===== config.mk =====
export PLATFORM = sky130hd
export DESIGN_NAME = axi_line_master
export DESIGN_NICKNAME = d
export VERILOG_FILES = /design/src/rtl/mem_defines.sv /design/src/rtl/axi_line_master.sv
export SDC_FILE = /design/constraint.sdc
export NUM_CORES = 1
export LEC_CHECK = 0
export CORE_AREA = 2 2 187 189
export DETAILED_ROUTE_END_ITERATION = 6
export DIE_AREA = 0 0 189 191
export PLACE_DENSITY = 0.73
export SYNTH_ARGS = -nofsm -noshare
export SYNTH_HDL_FRONTEND = slang
export SYNTH_SLANG_ARGS = --single-unit
export TNS_END_PERCENT = 1

===== constraint.sdc =====
create_clock -name clk -period 2.3 [get_ports clk]
set_clock_uncertainty 0.1 [all_clocks]
set_input_delay 0.23 -clock clk [delete_from_list [all_inputs] [get_ports clk]]
set_output_delay 0.23 -clock clk [all_outputs]
set_load 0.01 [all_outputs]

===== src/rtl/mem_defines.sv =====
// Shared memory-subsystem definitions: AXI encodings, line geometry helpers and
// the state type of the AXI line master.
package mem_defines;

   localparam logic [1:0] AXI_BURST_INCR  = 2'b01;
   localparam logic [1:0] AXI_RESP_OKAY   = 2'b00;
   localparam logic [1:0] AXI_RESP_SLVERR = 2'b10;
   localparam logic [1:0] AXI_RESP_DECERR = 2'b11;

   // Byte-offset bits inside one line for the default 4 x 32-bit geometry.
   localparam int LINE_OFFSET_BITS = 4;

   function automatic int line_offset_bits(input int line_words, input int data_width);
      return $clog2(line_words * (data_width / 8));
   endfunction

   typedef enum logic [2:0] {
      ST_IDLE,
      ST_AR,
      ST_R,
      ST_AW,
      ST_W,
      ST_B,
      ST_DONE
   } axi_line_state_t;

endpackage


===== src/rtl/axi_line_master.sv =====
// AXI4 master turning cache-line fill/writeback requests into single INCR bursts,
// one transaction in flight, with the full line exchanged as flat buses.
module axi_line_master
   import mem_defines::*;
#(
   parameter int ADDR_WIDTH = 16,
   parameter int DATA_WIDTH = 32,
   parameter int LINE_WORDS = 4,
   parameter int ID_WIDTH   = 8,
   parameter int AXI_ID     = 0
) (
   input  logic                                clk,
   input  logic                                rst_n,
   input  logic                                req_valid,
   output logic                                req_ready,
   input  logic                                req_write,
   input  logic [ADDR_WIDTH-1:0]               req_addr,
   input  logic [LINE_WORDS*DATA_WIDTH-1:0]    req_wdata,
   input  logic [LINE_WORDS*DATA_WIDTH/8-1:0]  req_wstrb,
   output logic                                resp_valid,
   output logic [LINE_WORDS*DATA_WIDTH-1:0]    resp_rdata,
   output logic                                resp_err,
   output logic [ID_WIDTH-1:0]                 m_axi_awid,
   output logic [ADDR_WIDTH-1:0]               m_axi_awaddr,
   output logic [7:0]                          m_axi_awlen,
   output logic [2:0]                          m_axi_awsize,
   output logic [1:0]                          m_axi_awburst,
   output logic                                m_axi_awlock,
   output logic [3:0]                          m_axi_awcache,
   output logic [2:0]                          m_axi_awprot,
   output logic                                m_axi_awvalid,
   input  logic                                m_axi_awready,
   output logic [DATA_WIDTH-1:0]               m_axi_wdata,
   output logic [DATA_WIDTH/8-1:0]             m_axi_wstrb,
   output logic                                m_axi_wlast,
   output logic                                m_axi_wvalid,
   input  logic                                m_axi_wready,
   input  logic [ID_WIDTH-1:0]                 m_axi_bid,
   input  logic [1:0]                          m_axi_bresp,
   input  logic                                m_axi_bvalid,
   output logic                                m_axi_bready,
   output logic [ID_WIDTH-1:0]                 m_axi_arid,
   output logic [ADDR_WIDTH-1:0]               m_axi_araddr,
   output logic [7:0]                          m_axi_arlen,
   output logic [2:0]                          m_axi_arsize,
   output logic [1:0]                          m_axi_arburst,
   output logic                                m_axi_arlock,
   output logic [3:0]                          m_axi_arcache,
   output logic [2:0]                          m_axi_arprot,
   output logic                                m_axi_arvalid,
   input  logic                                m_axi_arready,
   input  logic [ID_WIDTH-1:0]                 m_axi_rid,
   input  logic [DATA_WIDTH-1:0]               m_axi_rdata,
   input  logic [1:0]                          m_axi_rresp,
   input  logic                                m_axi_rlast,
   input  logic                                m_axi_rvalid,
   output logic                                m_axi_rready
);

   localparam int STRB_WIDTH = DATA_WIDTH / 8;
   localparam int CNT_WIDTH  = $clog2(LINE_WORDS) + 1;
   localparam int IDX_WIDTH  = (LINE_WORDS > 1) ? $clog2(LINE_WORDS) : 1;
   localparam int OFF_BITS   = line_offset_bits(LINE_WORDS, DATA_WIDTH);

   localparam logic [CNT_WIDTH-1:0]  LAST_BEAT = CNT_WIDTH'(LINE_WORDS - 1);
   localparam logic [ADDR_WIDTH-1:0] LINE_MASK =
      ~((ADDR_WIDTH'(1) << OFF_BITS) - ADDR_WIDTH'(1));
   localparam logic [7:0]            BURST_LEN = 8'(LINE_WORDS - 1);
   localparam logic [2:0]            BEAT_SIZE = 3'($clog2(STRB_WIDTH));

   axi_line_state_t state_q, state_d;

   logic [ADDR_WIDTH-1:0] addr_q;
   logic                  err_q;
   logic [CNT_WIDTH-1:0]  cnt_q;
   logic [IDX_WIDTH-1:0]  idx;
   logic [DATA_WIDTH-1:0] rbuf [LINE_WORDS];
   logic [DATA_WIDTH-1:0] wbuf [LINE_WORDS];
   logic [STRB_WIDTH-1:0] sbuf [LINE_WORDS];
   logic                  last_beat;
   logic                  unused_axi_ids;

   // Response IDs are never checked: only one burst is ever outstanding.
   assign unused_axi_ids = ^{m_axi_bid, m_axi_rid};

   assign idx       = cnt_q[IDX_WIDTH-1:0];
   assign last_beat = (cnt_q == LAST_BEAT);

   always_ff @(posedge clk or negedge rst_n) begin
      if (!rst_n) state_q <= ST_IDLE;
      else        state_q <= state_d;
   end

   always_comb begin
      state_d       = state_q;
      req_ready     = 1'b0;
      resp_valid    = 1'b0;
      m_axi_arvalid = 1'b0;
      m_axi_rready  = 1'b0;
      m_axi_awvalid = 1'b0;
      m_axi_wvalid  = 1'b0;
      m_axi_wlast   = 1'b0;
      m_axi_bready  = 1'b0;
      case (state_q)
         ST_IDLE: begin
            req_ready = 1'b1;
            if (req_valid) state_d = req_write ? ST_AW : ST_AR;
         end
         ST_AR: begin
            m_axi_arvalid = 1'b1;
            if (m_axi_arready) state_d = ST_R;
         end
         ST_R: begin
            m_axi_rready = 1'b1;
            if (m_axi_rvalid && last_beat) state_d = ST_DONE;
         end
         ST_AW: begin
            m_axi_awvalid = 1'b1;
            if (m_axi_awready) state_d = ST_W;
         end
         ST_W: begin
            m_axi_wvalid = 1'b1;
            m_axi_wlast  = last_beat;
            if (m_axi_wready && last_beat) state_d = ST_B;
         end
         ST_B: begin
            m_axi_bready = 1'b1;
            if (m_axi_bvalid) state_d = ST_DONE;
         end
         ST_DONE: begin
            resp_valid = 1'b1;
            state_d    = ST_IDLE;
         end
         default: state_d = ST_IDLE;
      endcase
   end

   // The fill buffer is cleared on every accept so a writeback completes with zero data.
   always_ff @(posedge clk or negedge rst_n) begin
      if (!rst_n) begin
         addr_q <= '0;
         err_q  <= 1'b0;
         cnt_q  <= '0;
         for (int i = 0; i < LINE_WORDS; i++) begin
            rbuf[i] <= '0;
            wbuf[i] <= '0;
            sbuf[i] <= '0;
         end
      end else begin
         case (state_q)
            ST_IDLE: begin
               if (req_valid) begin
                  addr_q <= req_addr & LINE_MASK;
                  err_q  <= 1'b0;
                  cnt_q  <= '0;
                  for (int i = 0; i < LINE_WORDS; i++) begin
                     rbuf[i] <= '0;
                     wbuf[i] <= req_wdata[i*DATA_WIDTH +: DATA_WIDTH];
                     sbuf[i] <= req_wstrb[i*STRB_WIDTH +: STRB_WIDTH];
                  end
               end
            end
            ST_R: begin
               if (m_axi_rvalid) begin
                  rbuf[idx] <= m_axi_rdata;
                  cnt_q     <= cnt_q + CNT_WIDTH'(1);
                  if ((m_axi_rresp != AXI_RESP_OKAY) || (m_axi_rlast != last_beat))
                     err_q <= 1'b1;
               end
            end
            ST_W: begin
               if (m_axi_wready) cnt_q <= cnt_q + CNT_WIDTH'(1);
            end
            ST_B: begin
               if (m_axi_bvalid && (m_axi_bresp != AXI_RESP_OKAY)) err_q <= 1'b1;
            end
            default: ;
         endcase
      end
   end

   always_comb begin
      resp_rdata = '0;
      for (int i = 0; i < LINE_WORDS; i++)
         resp_rdata[i*DATA_WIDTH +: DATA_WIDTH] = rbuf[i];
   end

   assign resp_err      = err_q;

   assign m_axi_arid    = ID_WIDTH'(AXI_ID);
   assign m_axi_araddr  = addr_q;
   assign m_axi_arlen   = BURST_LEN;
   assign m_axi_arsize  = BEAT_SIZE;
   assign m_axi_arburst = AXI_BURST_INCR;
   assign m_axi_arlock  = 1'b0;
   assign m_axi_arcache = 4'b0011;
   assign m_axi_arprot  = 3'b000;

   assign m_axi_awid    = ID_WIDTH'(AXI_ID);
   assign m_axi_awaddr  = addr_q;
   assign m_axi_awlen   = BURST_LEN;
   assign m_axi_awsize  = BEAT_SIZE;
   assign m_axi_awburst = AXI_BURST_INCR;
   assign m_axi_awlock  = 1'b0;
   assign m_axi_awcache = 4'b0011;
   assign m_axi_awprot  = 3'b000;

   assign m_axi_wdata   = wbuf[idx];
   assign m_axi_wstrb   = sbuf[idx];

endmodule

# Yosys cells after proc, flatten, opt, wreduce, memory -nomap -nowiden
# Cells that the tools add are included.
[classes]
n_addsub = 1
order_cmp = 2
n_eq_ne = 18
mux = 37
bitwise_logic = 1
n_reduce_logical = 16
[ops]
columns = ["cell", "n"]
rows = [
  ["$mux 128", 2],
  ["$pmux 128 s2", 1],
  ["$bwmux 128", 1],
  ["$mux 32", 3],
  ["$bmux 32 s2", 1],
  ["$demux 32 s2", 1],
  ["$mux 3", 9],
  ["$ne 2x2->1 const B", 10],
  ["$pmux 3 s6", 1],
  ["$mux 1", 12],
  ["$eq 3x2->1 const B", 3],
  ["$eq 3x3->1 const B", 3],
  ["$pmux 3 s3", 1],
  ["$bmux 4 s2", 1],
  ["$mux 4", 2],
  ["$reduce_and 6->1", 1],
  ["$reduce_bool 2->1", 3],
  ["$reduce_bool 3->1", 2],
  ["$reduce_and 5->1", 1],
  ["$logic_and 1x1->1", 4],
  ["$reduce_and 4->1", 1],
  ["$add 3x1->3 const B", 1],
  ["$eq 3x1->1 const B", 1],
  ["$ge 3x3->1 const B", 1],
  ["9 further kinds", 9],
]
[word_totals]
register_bits = 291
in_bits = 222
word_cells = 91

# Depth between registers and ports, before layout
[depth]
word_depth = 8
mapped_depth = 8
depth_no_buf = 6

# Worst setup path after synthesis
# OpenSTA, ideal clock, no wires.
[synth_timing]
kind = "reg2reg"
startpoint = "reg cnt_q[1]"
endpoint = "reg rbuf, in the netlist resp_rdata[32]"
arrival_time_ps = 2177
required_time_ps = 2134
slack_ps = -44
path_stages_with_launch = 9
path_buffers = 3
cell_sequence = "dfrtp_1 clkbuf_1 buf_1 inv_1 ha_1 and3_1 o21ai_1 clkbuf_1 a22o_1"
[synth_between]
elab_chain_cells = 8
[synth_rtl]
columns = ["item", "line_no", "source"]
rows = [
  ["start, declared", "axi_line_master.sv:75", "logic [CNT_WIDTH-1:0] cnt_q;"],
  ["start signal, assigned", "axi_line_master.sv:166", "cnt_q <= cnt_q + CNT_WIDTH'(1);"],
  ["start signal, assigned", "axi_line_master.sv:172", "if (m_axi_wready) cnt_q <= cnt_q + CNT_WIDTH'(1);"],
  ["$not 2->3 (implied by the code) (*)", "axi_line_master.sv:165", "rbuf[idx] <= m_axi_rdata;"],
  ["$ge 3x3->1 (implied by the code) / $lt 3x1->1 (equally long branches)", "axi_line_master.sv:165", ""],
  ["$logic_and 1x1->1 (implied by the code)", "axi_line_master.sv:165", ""],
  ["$mux 32 (implied by the code)", "axi_line_master.sv:165", ""],
  ["$demux 32 s2 (*)", "axi_line_master.sv:165", ""],
  ["$bwmux 128 (*)", "axi_line_master.sv:165", ""],
  ["$mux 128 (*)", "axi_line_master.sv:164", "if (m_axi_rvalid) begin"],
  ["$pmux 128 s2 (*)", "axi_line_master.sv:150", "case (state_q)"],
  ["end signal, assigned by index", "axi_line_master.sv:165", ""],
  ["end, declared", "axi_line_master.sv:77", "logic [DATA_WIDTH-1:0] rbuf [LINE_WORDS];"],
]
# Every way passes the cells marked *; elsewhere a longest branch is shown, timed or not. The select of a mux whose other input is x is not followed.
# A chain may end at the register's enable or synchronous reset.

# Worst setup path after layout
[layout_timing]
startpoint = "reg cnt_q[0]"
endpoint = "out m_axi_wstrb[1]"
[layout_between]
elab_chain_cells = 4
[layout_rtl]
columns = ["item", "line_no", "source"]
rows = [
  ["$not 2->3 (implied by the code)", "axi_line_master.sv:209", "assign m_axi_wstrb = sbuf[idx];"],
  ["$bmux 4 s2", "axi_line_master.sv:209", ""],
  ["$mux 4 (implied by the code) (2 in series)", "axi_line_master.sv:209", ""],
  ["end, declared", "axi_line_master.sv:34", "output logic [DATA_WIDTH/8-1:0] m_axi_wstrb,"],
]
# Every way passes these cells. The select of a mux whose other input is x is not followed.

==> out/results.txt <==
Number of inserted diodes: 0
Number of warnings reported in the yosys synthesis log: 0
Number of top-level pins: 485
Min Clock Period, post-route: 2.32 ns
Number of enable flip-flop cells after synthesis: 0
H-tree depth reported by CTS: 1
Post-detailed-route count of antenna-violating nets: 0
Endpoint of the worst-slack reg-to-reg timing path: resp_rdata[23]
Vias post-DR: 8292
Power per unit of standard cell area: 1390 nW/um2
Wire length of the first global-routing pass: 53200 um
WP buf/inv: 3
Die area: 36100 um2
Initial cell density of the core: 0.374
Grt ovf: 0
Initial DRC count: 310
CP max-delay cell: mux4_2
Clock latency reported for the late side of the worst-skew pair: 0.57 ns
Clock tree from TritonCTS: yes
CP Max Fanout: 8
TritonRoute pass-1 iters: 4
Worst-margin pin slew: 0.530 ns
Max-slew violations: 0
Req. time, crit path: 1.97 ns
Maximum number of pins on one net before global-route repair: 63
Most numerous cell on the critical path: buf_12
Path type of the worst setup path: reg -> out
Die Span Y: 191 um
Crit path cell chain: buf_12 > buf_12 > mux4_2 > buf_6
Final clock period utilization by the worst path: 1.01
IR Drop Worst-Case VDD: 0.864 mV
Cell at the root of the clock tree: clkbuf_16
Growth of design area from synthesis to finish: 42.4%
Setup repair after global routing missed its margin: true
Status: finished, violations left
Share of flip-flops with an asynchronous set or reset: 1.00
Area of the core: 34100 um2
Final routed wirelength across all metal layers: 34700 um
Worst rel slew slack: 0.647
Post-synthesis cell area: 12700 um2
Hold/Removal Path Class: in -> async
Hold Vio Cnt, Final: 0
Final setup TNS: -0.0177 ns
Number of clock buffers inserted by TritonCTS: 31
Standard-cell row count: 68
Horiz. Die Dim: 189 um
Clock-pin transition on the worst setup and hold timing paths: 0.06 ns
Mean area per synthesized cell: 15.7 um2
Worst path arrival time: 1.99 ns
Number of global-route vias before repair: 8833
Number of cells on the worst reg-to-reg path: 7
Nets: 1441
Leak pwr: 8.13 nW
Prevailing post-synth register cell: dfrtp_1
Cell type group with the largest total delay on the critical path: multiplexers
Synth Register Bits: 291
Input/output buffers: 398
Final worst slack: -0.0177 ns
Design Area, Final: 18100 um2
Syn Inst Count: 814
GRT Overall Usage: 0.189
DR DRC count: 0
Worst-case clock buffer depth: 3
Sequential share of the synthesized area: 0.571
Startpoint Class: register
Post-Place Cell Area: 17000 um2
Crit. End Element: output port
Setup violators final: 1
Max Clk Rate: 431 MHz
Weighted congestion reported at the end of routability-driven placement: 0.811
Largest stage delay on the critical path: 0.55 ns
Violated checks: negative setup slack
Fraction of final layout cells with drive strength greater than 1: 0.251
Count of clock tree sinks: 291
Critical Path Start: cnt_q[0]
Slack of the worst reg-to-reg path: 0.29 ns
Max Cap Violations: 0
HPWL after detailed placement: 25000 um
Routed wire per std cell: 20.5 um
Per-cell via count in the routed design: 4.91
Start of the worst register-to-register path: cnt_q[1]
Initial antenna violation count: 2
Number of distinct library cells after synthesis: 35
## stage by stage
stage          power, mW  std cells  utilization  hold slack (ns)  worst slack [ns]
3_5_place_dp        20.3       1630        0.499            0.112            0.0981
5_1_grt             26.7       1690        0.532            0.112           -0.0899
3_3_place_gp        20.1       1630        0.499            0.116             0.100
6_report            25.3       1690        0.532           0.0835           -0.0177
2_1_floorplan       15.0        878            -           -0.166            0.0323
4_1_cts             25.2       1690        0.529           0.0826           -0.0640
## layout by cell type (no fill, tap or decap), types with 4 or more instances in the layout
| cell | instances |
|---|---|
| inv_1 | 5 |
| dfrtp_1 | 287 |
| dlygate4sd2_1 | 4 |
| buf_4 | 22 |
| ha_1 | 4 |
| buf_6 | 21 |
| mux4_2 | 36 |
| clkbuf_16 | 31 |
| clkinv_2 | 7 |
| clkbuf_1 | 4 |
| dfrtp_2 | 4 |
| a22o_1 | 130 |
| mux2_1 | 29 |
| clkdlybuf4s50_1 | 353 |
| buf_12 | 15 |
| nor2_1 | 4 |
| o21ai_2 | 4 |
| conb_1 | 66 |
| and3_1 | 11 |
| clkbuf_8 | 7 |
| mux2_4 | 100 |
| buf_2 | 16 |
| mux2_2 | 30 |
## per-layer routing
layer  global-route usage  routed length (um)  vias to the layer above  part of all wire
met4               0.0442                 755                        4             0.022
met1                0.244               14000                     4166              0.40
met5                    0                  26                        -           0.00075
li1                     -                   -                     3667                 -
met3               0.0655                3730                       50              0.11
met2                0.306               16100                      405              0.47
## cell families after synthesis
| family | synth area share |
|---|---|
| muxes | 0.234 |
| DFF | 0.571 |
| buffers and inverters | 0.0759 |
| adders and majority gates | 0.00491 |
| xor gates and xnor gates | 0.000687 |
| other | 0.000589 |
| and+or+nand+nor | 0.0143 |
| AOI/OAI and AO/OA | 0.0978 |
## report_power, final
group / total [mW] / switching (mW) / internal, mW
registers: 8.79 / 1.39 / 7.40
logic: 11.5 / 4.48 / 6.98
clock network: 5.04 / 2.03 / 3.01
total: 25.3 / 7.90 / 17.4
## sequential cells by signal, indices dropped and copies added (netlist names)
signal,cells
resp_rdata,128
m_axi_araddr,12
wbuf,128
state_q,3
cnt_q,3
sbuf,16
resp_err,1
## synthesized netlist by cell type, types with 4 or more instances
master / count / area share
dfrtp_1: 291 / 0.57
a22o_1: 130 / 0.089
mux2_4: 100 / 0.12
buf_4: 78 / 0.046
mux4_2: 36 / 0.064
mux2_2: 30 / 0.027
mux2_1: 29 / 0.026
buf_2: 26 / 0.010
buf_6: 15 / 0.013
clkbuf_1: 15 / 0.0044
and3_1: 11 / 0.0054
ha_1: 5 / 0.0049
inv_1: 5 / 0.0015
nor2_1: 5 / 0.0015
o21ai_1: 4 / 0.0016
## layout make-up
| class | count | area (um2) |
|---|---|---|
| Clock buffer | 42 | 887 |
| Multi-Input combinational cell | 446 | 4770 |
| Fill cell | 2793 | 16000 |
| Timing Repair Buffer | 439 | 4470 |
| Sequential cell | 291 | 7290 |
| Tap cell | 455 | 569 |
| Inverter | 5 | 18.8 |
| Clock inverter | 12 | 145 |
## worst max path at each step
stage	to	slack (ns)	depth (start not counted)
CTS	m_axi_wstrb[1]	-0.06	4
floorplan	resp_rdata[65]	0.03	8
global route	m_axi_wstrb[1]	-0.09	4
global placement	m_axi_wstrb[1]	0.10	3
detailed placement	m_axi_wstrb[1]	0.1	3
finish	m_axi_wstrb[1]	-0.02	4
## timing repair
| item | 4_1_cts | 5_1_grt |
|---|---|---|
| setup buffers | 4 | 0 |
| endpoints found under the hold margin | 214 | 0 |
| hold buffers | 1 | 0 |
| resized for setup | 169 | 22 |
| gates cloned | 1 | 0 |
| endpoints found under the setup margin | 43 | 37 |
Note: power is estimated with default switching activity, not from simulation.
